`config.mk`:
```
export PLATFORM = sky130hd
export DESIGN_NAME = nes_controller_responder_flat
export DESIGN_NICKNAME = d
export VERILOG_FILES = /design/src/rtl/nes_controller_responder_if.sv /design/src/rtl/nes_controller_responder.sv /design/src/flat_wrapper.sv
export SDC_FILE = /design/constraint.sdc
export NUM_CORES = 1
export LEC_CHECK = 0
export ABC_AREA = 1
export BUFFER_PORTS_ARGS = -buffer_cell sky130_fd_sc_hd__buf_2
export CORE_MARGIN = 2
export CORE_UTILIZATION = 54
export CTS_BUF_LIST = sky130_fd_sc_hd__clkbuf_8 sky130_fd_sc_hd__clkbuf_16
export CTS_CLUSTER_DIAMETER = 150
export DETAILED_ROUTE_END_ITERATION = 12
export PLACE_DENSITY = 0.84
export SLEW_MARGIN = 20
export SYNTH_ARGS = -nofsm -noshare
export SYNTH_HDL_FRONTEND = slang
export SYNTH_SLANG_ARGS = --single-unit
```
`constraint.sdc`:
```
create_clock -name clk -period 1.58 [get_ports clk]
set_input_delay 0 -clock clk [delete_from_list [all_inputs] [get_ports clk]]
set_output_delay 0 -clock clk [all_outputs]
set_load 0.05 [all_outputs]
```
`src/rtl/nes_controller_responder_if.sv`:
```
// Latch/pulse/data link between a NES host reader and the pad-side responder.
// The host drives latch/pulse and a stimulus source drives buttons_in.
interface nes_controller_responder_if;
  logic       latch_in;
  logic       pulse_in;
  logic [0:7] buttons_in;
  logic       data_out;
  logic       poll_done;
  logic [3:0] bit_index;

  modport master (
    output latch_in, pulse_in, buttons_in,
    input  data_out, poll_done, bit_index
  );

  modport slave (
    input  latch_in, pulse_in, buttons_in,
    output data_out, poll_done, bit_index
  );
endinterface

```
`src/rtl/nes_controller_responder.sv`:
```
// Device end of the NES latch/pulse/data link: snapshots buttons on latch and shifts them out active-low.
// Optional turbo (define NES_RESP_TURBO_EN) periodically releases A and B on alternating poll groups.
module nes_controller_responder #(
  parameter int SYNC_STAGES  = 2,
  parameter int TURBO_PERIOD = 4
) (
  input logic                        clk,
  input logic                        rst,
  nes_controller_responder_if.slave  bus
);

  if (SYNC_STAGES < 2 || SYNC_STAGES > 4 || TURBO_PERIOD < 1) begin : g_param_check
    $error("nes_controller_responder: parameter out of range");
  end

  typedef enum logic [1:0] {IDLE, LOAD, SHIFT, DONE} state_t;

  state_t                 state;
  logic [0:7]             shreg;
  logic [0:7]             load_val;
  logic [SYNC_STAGES-1:0] latch_sync;
  logic [SYNC_STAGES-1:0] pulse_sync;
  logic                   latch_prev;
  logic                   pulse_prev;
  logic                   latch_s;
  logic                   pulse_s;
  logic                   latch_rise;
  logic                   latch_fall;
  logic                   pulse_rise;

  always_ff @(posedge clk or posedge rst) begin
    if (rst) begin
      latch_sync <= '0;
      pulse_sync <= '0;
      latch_prev <= 1'b0;
      pulse_prev <= 1'b0;
    end else begin
      latch_sync <= {latch_sync[SYNC_STAGES-2:0], bus.latch_in};
      pulse_sync <= {pulse_sync[SYNC_STAGES-2:0], bus.pulse_in};
      latch_prev <= latch_s;
      pulse_prev <= pulse_s;
    end
  end

  assign latch_s    = latch_sync[SYNC_STAGES-1];
  assign pulse_s    = pulse_sync[SYNC_STAGES-1];
  assign latch_rise = latch_s & ~latch_prev;
  assign latch_fall = ~latch_s & latch_prev;
  assign pulse_rise = pulse_s & ~pulse_prev;

`ifdef NES_RESP_TURBO_EN
  localparam int CNT_W = (TURBO_PERIOD > 1) ? $clog2(TURBO_PERIOD) : 1;

  logic [CNT_W-1:0] turbo_cnt;
  logic             turbo_flag;

  // Every synchronized latch fall counts, including those of aborted polls.
  always_ff @(posedge clk or posedge rst) begin
    if (rst) begin
      turbo_cnt  <= '0;
      turbo_flag <= 1'b0;
    end else if (latch_fall) begin
      if (turbo_cnt == CNT_W'(TURBO_PERIOD - 1)) begin
        turbo_cnt  <= '0;
        turbo_flag <= ~turbo_flag;
      end else begin
        turbo_cnt <= turbo_cnt + 1'b1;
      end
    end
  end

  assign load_val = bus.buttons_in & ~{turbo_flag, turbo_flag, 6'b000000};
`else
  assign load_val = bus.buttons_in;
`endif

  // A latch rise pre-empts everything, including a pulse rise in the same cycle.
  always_ff @(posedge clk or posedge rst) begin
    if (rst) begin
      state         <= IDLE;
      shreg         <= '0;
      bus.data_out  <= 1'b1;
      bus.poll_done <= 1'b0;
      bus.bit_index <= '0;
    end else begin
      bus.poll_done <= 1'b0;
      if (latch_rise) begin
        state         <= LOAD;
        shreg         <= load_val;
        bus.data_out  <= ~load_val[0];
        bus.bit_index <= '0;
      end else begin
        case (state)
          IDLE: begin
            bus.data_out  <= 1'b1;
            bus.bit_index <= '0;
          end
          LOAD: begin
            if (latch_fall) begin
              state <= SHIFT;
            end else begin
              shreg        <= load_val;
              bus.data_out <= ~load_val[0];
            end
          end
          SHIFT: begin
            if (pulse_rise) begin
              shreg         <= {shreg[1:7], 1'b0};
              bus.bit_index <= bus.bit_index + 4'd1;
              if (bus.bit_index == 4'd7) begin
                state         <= DONE;
                bus.data_out  <= 1'b0;
                bus.poll_done <= 1'b1;
              end else begin
                bus.data_out <= ~shreg[1];
              end
            end
          end
          DONE: begin
            bus.data_out  <= 1'b0;
            bus.bit_index <= 4'd8;
          end
          default: state <= IDLE;
        endcase
      end
    end
  end

endmodule

```
`src/flat_wrapper.sv`:
```
// flat-port wrapper written by rule: the top's interface ports become plain ports
module nes_controller_responder_flat 
#(
  parameter int SYNC_STAGES  = 2,
  parameter int TURBO_PERIOD = 4
)
  (clk, rst, bus_latch_in, bus_pulse_in, bus_buttons_in, bus_data_out, bus_poll_done, bus_bit_index);
  nes_controller_responder_if bus_i ();
  input logic clk;
  input logic rst;
  input wire logic [$bits(bus_i.latch_in)-1:0] bus_latch_in;
  input wire logic [$bits(bus_i.pulse_in)-1:0] bus_pulse_in;
  input wire logic [$bits(bus_i.buttons_in)-1:0] bus_buttons_in;
  output wire logic [$bits(bus_i.data_out)-1:0] bus_data_out;
  output wire logic [$bits(bus_i.poll_done)-1:0] bus_poll_done;
  output wire logic [$bits(bus_i.bit_index)-1:0] bus_bit_index;
  assign bus_i.latch_in = bus_latch_in;
  assign bus_i.pulse_in = bus_pulse_in;
  assign bus_i.buttons_in = bus_buttons_in;
  assign bus_data_out = bus_i.data_out;
  assign bus_poll_done = bus_i.poll_done;
  assign bus_bit_index = bus_i.bit_index;
  nes_controller_responder #(.SYNC_STAGES(SYNC_STAGES), .TURBO_PERIOD(TURBO_PERIOD)) u_core (.clk(clk), .rst(rst), .bus(bus_i));
endmodule
```
# Word-level counts from Yosys, hierarchy flattened
# Cells that the tools add are included.
[word_totals]
regBits = 21
out_inout_bits = 6
[classes]
eq_ne = 8
reduce_logical = 7
n_bitwise = 8
add_sub_neg = 1
muxes = 21
[op_table]
columns = ["operator", "count"]
rows = [
  ["2-to-1 mux 7 bit", 3],
  ["one-hot mux 7 bit (2 select lines)", 1],
  ["one-hot mux 4 bit (3 select lines)", 1],
  ["!= test 3 x 1 -> 1 bit, second input constant", 3],
  ["2-to-1 mux 1 bit", 8],
  ["2-to-1 mux 2 bit", 4],
  ["2-to-1 mux 4 bit", 2],
  ["NOT 1 bit", 5],
  ["adder 4 x 1 -> 4 bit, second input constant", 1],
  ["equality test 2 bit, second input constant", 2],
  ["equality test 4 x 3 -> 1 bit, second input constant", 1],
  ["one-hot mux 1 bit (4 select lines)", 1],
  ["one-hot mux 2 bit (2 select lines)", 1],
  ["AND reduction 2 bit", 2],
  ["AND reduction 4 bit", 1],
  ["nonzero test 4 bit", 1],
  ["bitwise AND 1 bit", 3],
  ["!= test 3 x 2 -> 1 bit, second input constant", 1],
  ["AND reduction 3 bit", 1],
  ["nonzero test 3 bit", 1],
  ["equality test 2 x 1 -> 1 bit, second input constant", 1],
  ["zero test 2 bit", 1],
]

# Depth between registers and ports, before layout
# Gate-level depths: netlist (run 1).
[logic_depth]
ltp_word = 5
ltp_mapped = 9
mapped_depth_nobuf = 9

# Worst setup path before layout (run 1)
# Ideal clock, no wire load.
[synth_path]
kind = "register to register"
from = "register u_core.bus.bit_index[0]"
to = "register u_core.state[0]"
required_time_ns = 1.463
path_stages_with_launch = 9
setup_time_ns = 0.117
path_slack_ns = 0.084
arrival_ns = 1.379
cell_sequence = "dfrtp_1 ha_1 nand3_1 nand2_1 nand2_1 nand2_1 nand2_1 nand2_1 nand2_1"
[synth_between]
elab_chain_cells = 3
[synth_lines]
columns = ["element", "line_no", "rtl"]
rows = [
  ["start, declared", "nes_controller_responder_if.sv:18", "output data_out, poll_done, bit_index"],
  ["start signal, assigned", "nes_controller_responder.sv:109", "bus.bit_index <= bus.bit_index + 4'd1;"],
  ["equality test 4 x 3 -> 1 bit", "nes_controller_responder.sv:110", "if (bus.bit_index == 4'd7) begin"],
  ["!= test 3 x 1 -> 1 bit (no line)", "n/a", ""],
  ["AND reduction 4 bit (no line)", "n/a", ""],
  ["end signal, assigned", "nes_controller_responder.sv:100", "state <= SHIFT;"],
  ["end signal, assigned", "nes_controller_responder.sv:111", "state <= DONE;"],
  ["end signal, assigned", "nes_controller_responder.sv:123", "default: state <= IDLE;"],
  ["end, declared", "nes_controller_responder.sv:18", "state_t state;"],
]
# Every way passes these cells.
# A chain may end at the register's enable or synchronous reset.

# Final worst setup path (run 1)
[layout_path]
from = "register u_core.state[1]"
to = "register u_core.bus.data_out"
[layout_between]
elab_chain_cells = 3
elab_cells_between_ends = 9
cone_classes = "5 x eq/ne; 2 x mux; 2 x reduce/logical"
[layout_lines]
columns = ["element", "line_no", "rtl"]
rows = [
  ["start signal, assigned", "nes_controller_responder.sv:80", "state <= IDLE;"],
  ["start signal, assigned", "nes_controller_responder.sv:88", "state <= LOAD;"],
  ["start signal, assigned", "nes_controller_responder.sv:100", ""],
  ["equality test 2 bit, or another cell as far along", "nes_controller_responder.sv:93", "case (state)"],
  ["one-hot mux 1 bit (4 select lines), or another cell as far along", "nes_controller_responder.sv:93", ""],
  ["2-to-1 mux 1 bit / AND reduction 2 bit (equally long branches)", "n/a", ""],
  ["end signal, assigned", "nes_controller_responder.sv:90", "bus.data_out <= ~load_val[0];"],
  ["end signal, assigned", "nes_controller_responder.sv:103", "bus.data_out <= ~load_val[0];"],
  ["end signal, assigned", "nes_controller_responder.sv:115", "bus.data_out <= ~shreg[1];"],
  ["end, declared", "nes_controller_responder_if.sv:18", ""],
]
# Parallel ways exist; a longest one is shown, timed or not.

==> results of run 1 <==
-- logic make-up after synthesis --
logic type / synth area share [%]
simple gates: 22.81
buf+inv: 11.24
compound gates: 11.91
flops: 47.30
fa+ha+maj: 6.741
-- worst min-delay path, cell delays in order --
cell	delay (ns)
buf_2	0.08
nand4_1	0.07
o21ai_0	0.07
-- how the worst max path moves through the flow --
stage	startpoint	slack, ns	endpoint
after global routing	u_core.state[1]$_DFFE_PP0P_	-0.002	u_core.shreg[2]$_DFFE_PP0P_
after floorplan	u_core.bus.bit_index[0]$_DFFE_PP0P_	0.08	u_core.state[0]$_DFFE_PP0P_
after detailed placement	u_core.state[1]$_DFFE_PP0P_	0.05	u_core.shreg[4]$_DFFE_PP0P_
after CTS	u_core.state[1]$_DFFE_PP0P_	0.02	u_core.shreg[2]$_DFFE_PP0P_
after global placement	u_core.state[0]$_DFFE_PP0P_	0.12	u_core.shreg[4]$_DFFE_PP0P_
final	u_core.state[1]$_DFFE_PP0P_	0.11	u_core.bus.data_out$_DFFE_PP1P_
-- placed cells by master, fill, tap and decap left out, types with 4 or more instances in the layout --
master,instances
nand2_1,37
inv_1,22
dfrtp_1,19
buf_2,17
o21ai_0,14
nand3_1,9
ha_1,5
nor2_1,4
buf_4,4
-- registers in the layout, indices dropped and copies added, names as in the netlist --
signal                count
u_core.latch_sync         2
u_core.state              2
u_core.shreg              7
u_core.pulse_prev         1
u_core.latch_prev         1
u_core.pulse_sync         2
u_core.bus.poll_done      1
u_core.bus.bit_index      4
u_core.bus.data_out       1
-- power by group through the flow --
stage	logic [W]	clock network [W]	registers [W]
3_3_place_gp	0.00112	0	0.000785
3_5_place_dp	0.00118	0	0.000791
5_1_grt	0.00146	0.000387	0.000809
2_1_floorplan	0.000901	0	0.000884
4_1_cts	0.00119	0.000355	0.000780
6_report	0.00128	0.000345	0.000790
-- repair_timing --
item	in CTS	in global routing
resized for setup	0	5
hold endpoints to repair	22	0
hold buffers	3	0
buffers inserted	0	1
setup endpoints to repair	0	13
-- through the flow --
stage	utilization (%)	hold slack, ns
6_report	67.73	0.004387
5_1_grt	67.73	0.01502
3_3_place_gp	61.99	0.03004
4_1_cts	65.82	0.005401
3_5_place_dp	61.99	0.04946
2_1_floorplan	-	-0.02421
-- routing by layer --
| metal | track usage, % | up-vias |
|---|---|---|
| li1 | - | 467 |
| met1 | 22.80 | 428 |
| met2 | 31.53 | 23 |
| met3 | 3.681 | 9 |
| met4 | 13.89 | 0 |
| met5 | 0 | - |
-- final cells by class --
| cell class | instances | area [µm²] | area share (%) |
|---|---|---|---|
| Clock inverter | 1 | 3.754 | 0.2825 |
| Sequential cell | 21 | 528.0 | 39.74 |
| Tap cell | 27 | 33.78 | 2.542 |
| Timing Repair Buffer | 24 | 145.1 | 10.92 |
| Inverter | 23 | 86.33 | 6.497 |
| Clock buffer | 3 | 41.29 | 3.107 |
| Multi-Input combinational cell | 86 | 490.5 | 36.91 |
==> run metrics, run 1 <==
status=complete, no violations; Clock Path Buffers=2; Syn Area/Cell=8.373 µm²; Hold WC Path Type=input port to flop; most frequent cell after synthesis=nand2_1; WL per Instance=11.62 µm; combinational share of power=52.9%; Die Ht=49.41 µm; I/O pin count=18; M1 wire length=999 µm; met3 routed WL=81 µm; Syn Inst Count=133; DP Worst Slack=0.05029 ns; total die area=2441 µm²; worst setup margin=0.1128 ns; area share of the largest cell type after synthesis=44.94%; Synth Net Count=151; Finished Layout Cells=185; Seq/Total Area, Yosys=47.30%; Max-slew headroom=81.96%; Worst R2R Setup Slack=0.11 ns; final wirelength=2149 µm; CTS root buf=clkbuf_8; Pleak=0.7218 nW; Hold Path Stages=3; WS Path Type=flop to flop; DP Area=1216 µm²; Critical R2R Launch=u_core.state[1]$_DFFE_PP0P_; Commonest cells post-synth=nand2_1 (37), inv_1 (22), dfrtp_1 (20), o21ai_0 (14), nand3_1 (9); CTS tree=yes; mapped cell area=1114 µm²; Crit Path Max Fanout=4; Worst Hold End=u_core.shreg[7]$_DFFE_PP0P_; Cells after DPL=176; via count=927; post-DP HPWL=1528 µm; Crit path arrival time=1.66 ns; Flop pwr share=32.8%; routed wl met2=994 µm; min cycle time layout=1.467 ns; power consumption=0.002411 W; Worst VDD drop=0.001136 V; H-Tree Depth=1; Power Density=1814 nW/µm²; first-pass GRT wire length=3539 µm; Post-synth EDFFs=0; vias in the first global route=905; initial antenna violation count=0; critical path depth=7; largest net degree at the start of global routing=22; largest area contributor in the netlist=dfrtp_1; post-route cell area=1329 µm²; fill cell count=166; # DRC=0; Max Slew Vio Count=0; gpl congestion=0.7634; Async S/R FF share, synth=100.0%; Vias/cell=5.011; clock skew=0.003014 ns; net switching power=0.001086 W; Max Cap Viol=0; Slowest cell on crit path=dfrtp_2; CTS Buf Count=3; Worst-Skew Late Latency=0.26 ns; global route overflow=0; CP top delay family=flip-flops; Core Rows=16; antenna-violating nets left=0; setup_tns=0 ns; # setup viols final=0; CP endpoint kind=flop; Port Buffers=17; switching share of power=45.06%; critical-path cell list=inv_1 -> ha_1 -> nand3b_1 -> buf_4 -> nand2_1 -> nor2_1 -> a21oi_1; initial core utilization=56.76%; Antenna Cells=0; Die Span X=49.41 µm; uppermost layer routed=met4; Worst setup SP type=flop; CP peak stage delay=0.44 ns; #FFs+latches synth=21; clock power share=14.3%; Buf/Inv on CP=2; Final #Nets=177; Synth Warn #=0; core area=1962 µm²; DR iter-0 viols=15; reg2reg path depth=7; Worst R2R End=u_core.bus.data_out$_DFFE_PP1P_; Pint=0.001324 W; Worst EP required=1.77 ns; all-layer global routing usage=19.37%; actual slew at the worst max-slew pin=0.2706 ns; Final Hold Viols=0; post-synth cell types=20; share of cells above drive strength 1=24.05%; synth top area cells=dfrtp_1 (45%), nand2_1 (12%), inv_1 (7.4%), ha_1 (6.7%), o21ai_0 (6.3%); clk slew on worst S/H paths=0.07 ns; # clock sinks=21; min-delay src=bus_buttons_in[0]; Primary FF master, synth=dfrtp_1; DR pass1 iterations=4; area grow syn2layout=19.33%; Highest Clock Rate=681.5 MHz; final period utilization=92.86%
No activity file was read; power rests on OpenSTA's default activity.
==> run 2, diff against run 1 <==
Clock period 1.58 ns to 1.56 ns, I/O delays scaled along.
==> run metrics, run 2 (synthesized netlist as in run 1, its figures left out) <==
status=complete, no violations; Crit Path Max Fanout=6 (+2); Final #Nets=177 (unchanged); CTS root buf=clkbuf_8; Power Density=1857 nW/µm² (+2.3%); Biggest register=u_core.shreg; final wirelength=2203 µm (+2.5%); vias in the first global route=905 (unchanged); post-DP HPWL=1528 µm (unchanged); Worst EP required=1.70 ns (-0.07 ns); clock skew=0.003148 ns (+0.0001335 ns); CTS tree=yes; # setup viols final=0 (unchanged); Max-slew headroom=82.01% (about the same); CP endpoint kind=flop; I/O pin count=18 (unchanged); DR iter-0 viols=17 (+2); initial core utilization=56.76% (unchanged); area grow syn2layout=20.45%; DP Area=1216 µm² (unchanged); Vias/cell=5.000 (-0.22%); biggest regs=u_core.shreg x7, u_core.bus.bit_index x4; # DRC=0 (unchanged); Final Hold Viols=0 (unchanged); commonest cells after routing, fill and taps aside=nand2_1 (37), inv_1 (21), dfrtp_1 (19); fill cell count=161 (-3.0%); Pleak=0.7210 nW (-0.10%); critical-path cell list=inv_2 -> ha_1 -> nand3b_1 -> nand2_4 -> a21oi_4 -> o21ai_0; RSZ-0062 raised after global routing=false; initial antenna violation count=0 (unchanged); CTS Buf Count=3 (unchanged); Crit path arrival time=1.60 ns (-0.06 ns); Clock Path Buffers=2 (unchanged); Worst setup SP type=flop; gpl congestion=0.7634 (unchanged); Die Ht=49.41 µm (unchanged); post-route cell area=1341 µm² (+0.94%); # clock sinks=21 (unchanged); DR pass1 iterations=4 (unchanged); via count=925 (-0.22%); Max Slew Vio Count=0 (unchanged); Max Cap Viol=0 (unchanged); clk slew on worst S/H paths=0.07 ns (about the same); Hold WS=0.003112 ns (-0.001275 ns); share of cells above drive strength 1=25.32% (+1.3 points); CP peak stage delay=0.42 ns (-0.02 ns); CP top delay family=flip-flops; Core Rows=16 (unchanged); total die area=2441 µm² (unchanged); largest net degree at the start of global routing=22 (unchanged); Buf/Inv on CP=1 (-1); core area=1962 µm² (unchanged); antenna-violating nets left=0 (unchanged); setup_tns=0 ns (unchanged); Slowest cell on crit path=dfrtp_2; min cycle time layout=1.454 ns (-0.01307 ns); Worst VDD drop=0.001198 V (+5.4%); WS Path Type=flop to flop; actual slew at the worst max-slew pin=0.2699 ns (-0.0007730 ns); H-Tree Depth=1 (unchanged); Worst-Skew Late Latency=0.26 ns (about the same); all-layer global routing usage=19.37% (unchanged); Hold WC Path Type=input port to flop; Antenna Cells=0 (unchanged); WL per Instance=11.91 µm (+2.5%); Port Buffers=17 (unchanged); Highest Clock Rate=687.7 MHz (+0.90%); global route overflow=0 (unchanged); commonest non-fill, non-tap cell in the layout=nand2_1; Die Span X=49.41 µm (unchanged); final period utilization=93.22% (+0.35 points); number of flip-flops in the largest register=7 (unchanged); first-pass GRT wire length=3539 µm (unchanged)
==> run 2: path summary, 6_finish.rpt <==
check	slack, ns	end	from	cells after the start
worst max-delay path	0.11	u_core.shreg[7]$_DFFE_PP0P_	u_core.state[1]$_DFFE_PP0P_	6
worst min-delay path	0.003	u_core.shreg[7]$_DFFE_PP0P_	bus_buttons_in[0]	3
worst max register to register	0.11	u_core.shreg[7]$_DFFE_PP0P_	u_core.state[1]$_DFFE_PP0P_	6
worst min register to register	0.35	u_core.pulse_sync[1]$_DFF_PP0_	u_core.pulse_sync[0]$_DFF_PP0_	0
max in group asynchronous	0.98	u_core.bus.data_out$_DFFE_PP1P_	rst	4
min in group asynchronous	0.31	u_core.latch_sync[1]$_DFF_PP0_	rst	4
==> run 2: timing repair <==
item	in CTS	in global routing
setup buffers	0	1
gates resized for setup	0	8
hold buffers	3	0
endpoints found under the setup margin	0	13
hold endpoints to repair	22	0
==> run 2: worst reg2reg max path: stages (launching register included) <==
cell and delay [ns]:
dfrtp_2 0.42, inv_2 0.08, ha_1 0.22, nand3b_1 0.17, nand2_4 0.10, a21oi_4 0.23, o21ai_0 0.11
==> run 2: routing by layer <==
layer  up-vias  wire length [µm]  part of all wire (%)  track usage (%)
met1       419              1006                    46            22.80
li1        464                 -                     -                -
met4         0                84                   3.8            13.89
met5         -                 0                     0                0
met3        10               101                   4.6            3.681
met2        32              1011                    46            31.53
==> run 2: per-stage QoR <==
| step | std cells | utilization [%] | setup WS (ns) | total power [W] |
|---|---|---|---|---|
| 6_report | 185 | 68.37 | 0.1058 | 0.002490 |
| 3_3_place_gp | 176 | 61.99 | 0.09942 | 0.001925 |
| 5_1_grt | 185 | 68.37 | 0.005762 | 0.002731 |
| 3_5_place_dp | 176 | 61.99 | 0.03029 | 0.001992 |
| 4_1_cts | 183 | 65.82 | 0.001543 | 0.002353 |
| 2_1_floorplan | 133 | - | 0.06401 | 0.001808 |
==> run 2: final cells by class <==
class                      count  area [µm²]  area share, %
sequential                    21       528.0          39.37
multi-input combinational     86       503.0          37.50
timing repair buffer          24       145.1          10.82
inverter                      23       86.33          6.437
clock buffer                   3       41.29          3.078
tap                           27       33.78          2.519
clock inverter                 1       3.754         0.2798
==> run 2: report_power, final <==
group / leakage [nW] / switching [W] / total, W / internal, W
sequential: 0.259 / 0.0000870 / 0.000804 / 0.000717
clock: 0.0269 / 0.000175 / 0.000351 / 0.000176
combinational: 0.435 / 0.000869 / 0.00134 / 0.000467
total: 0.721 / 0.00113 / 0.00249 / 0.00136
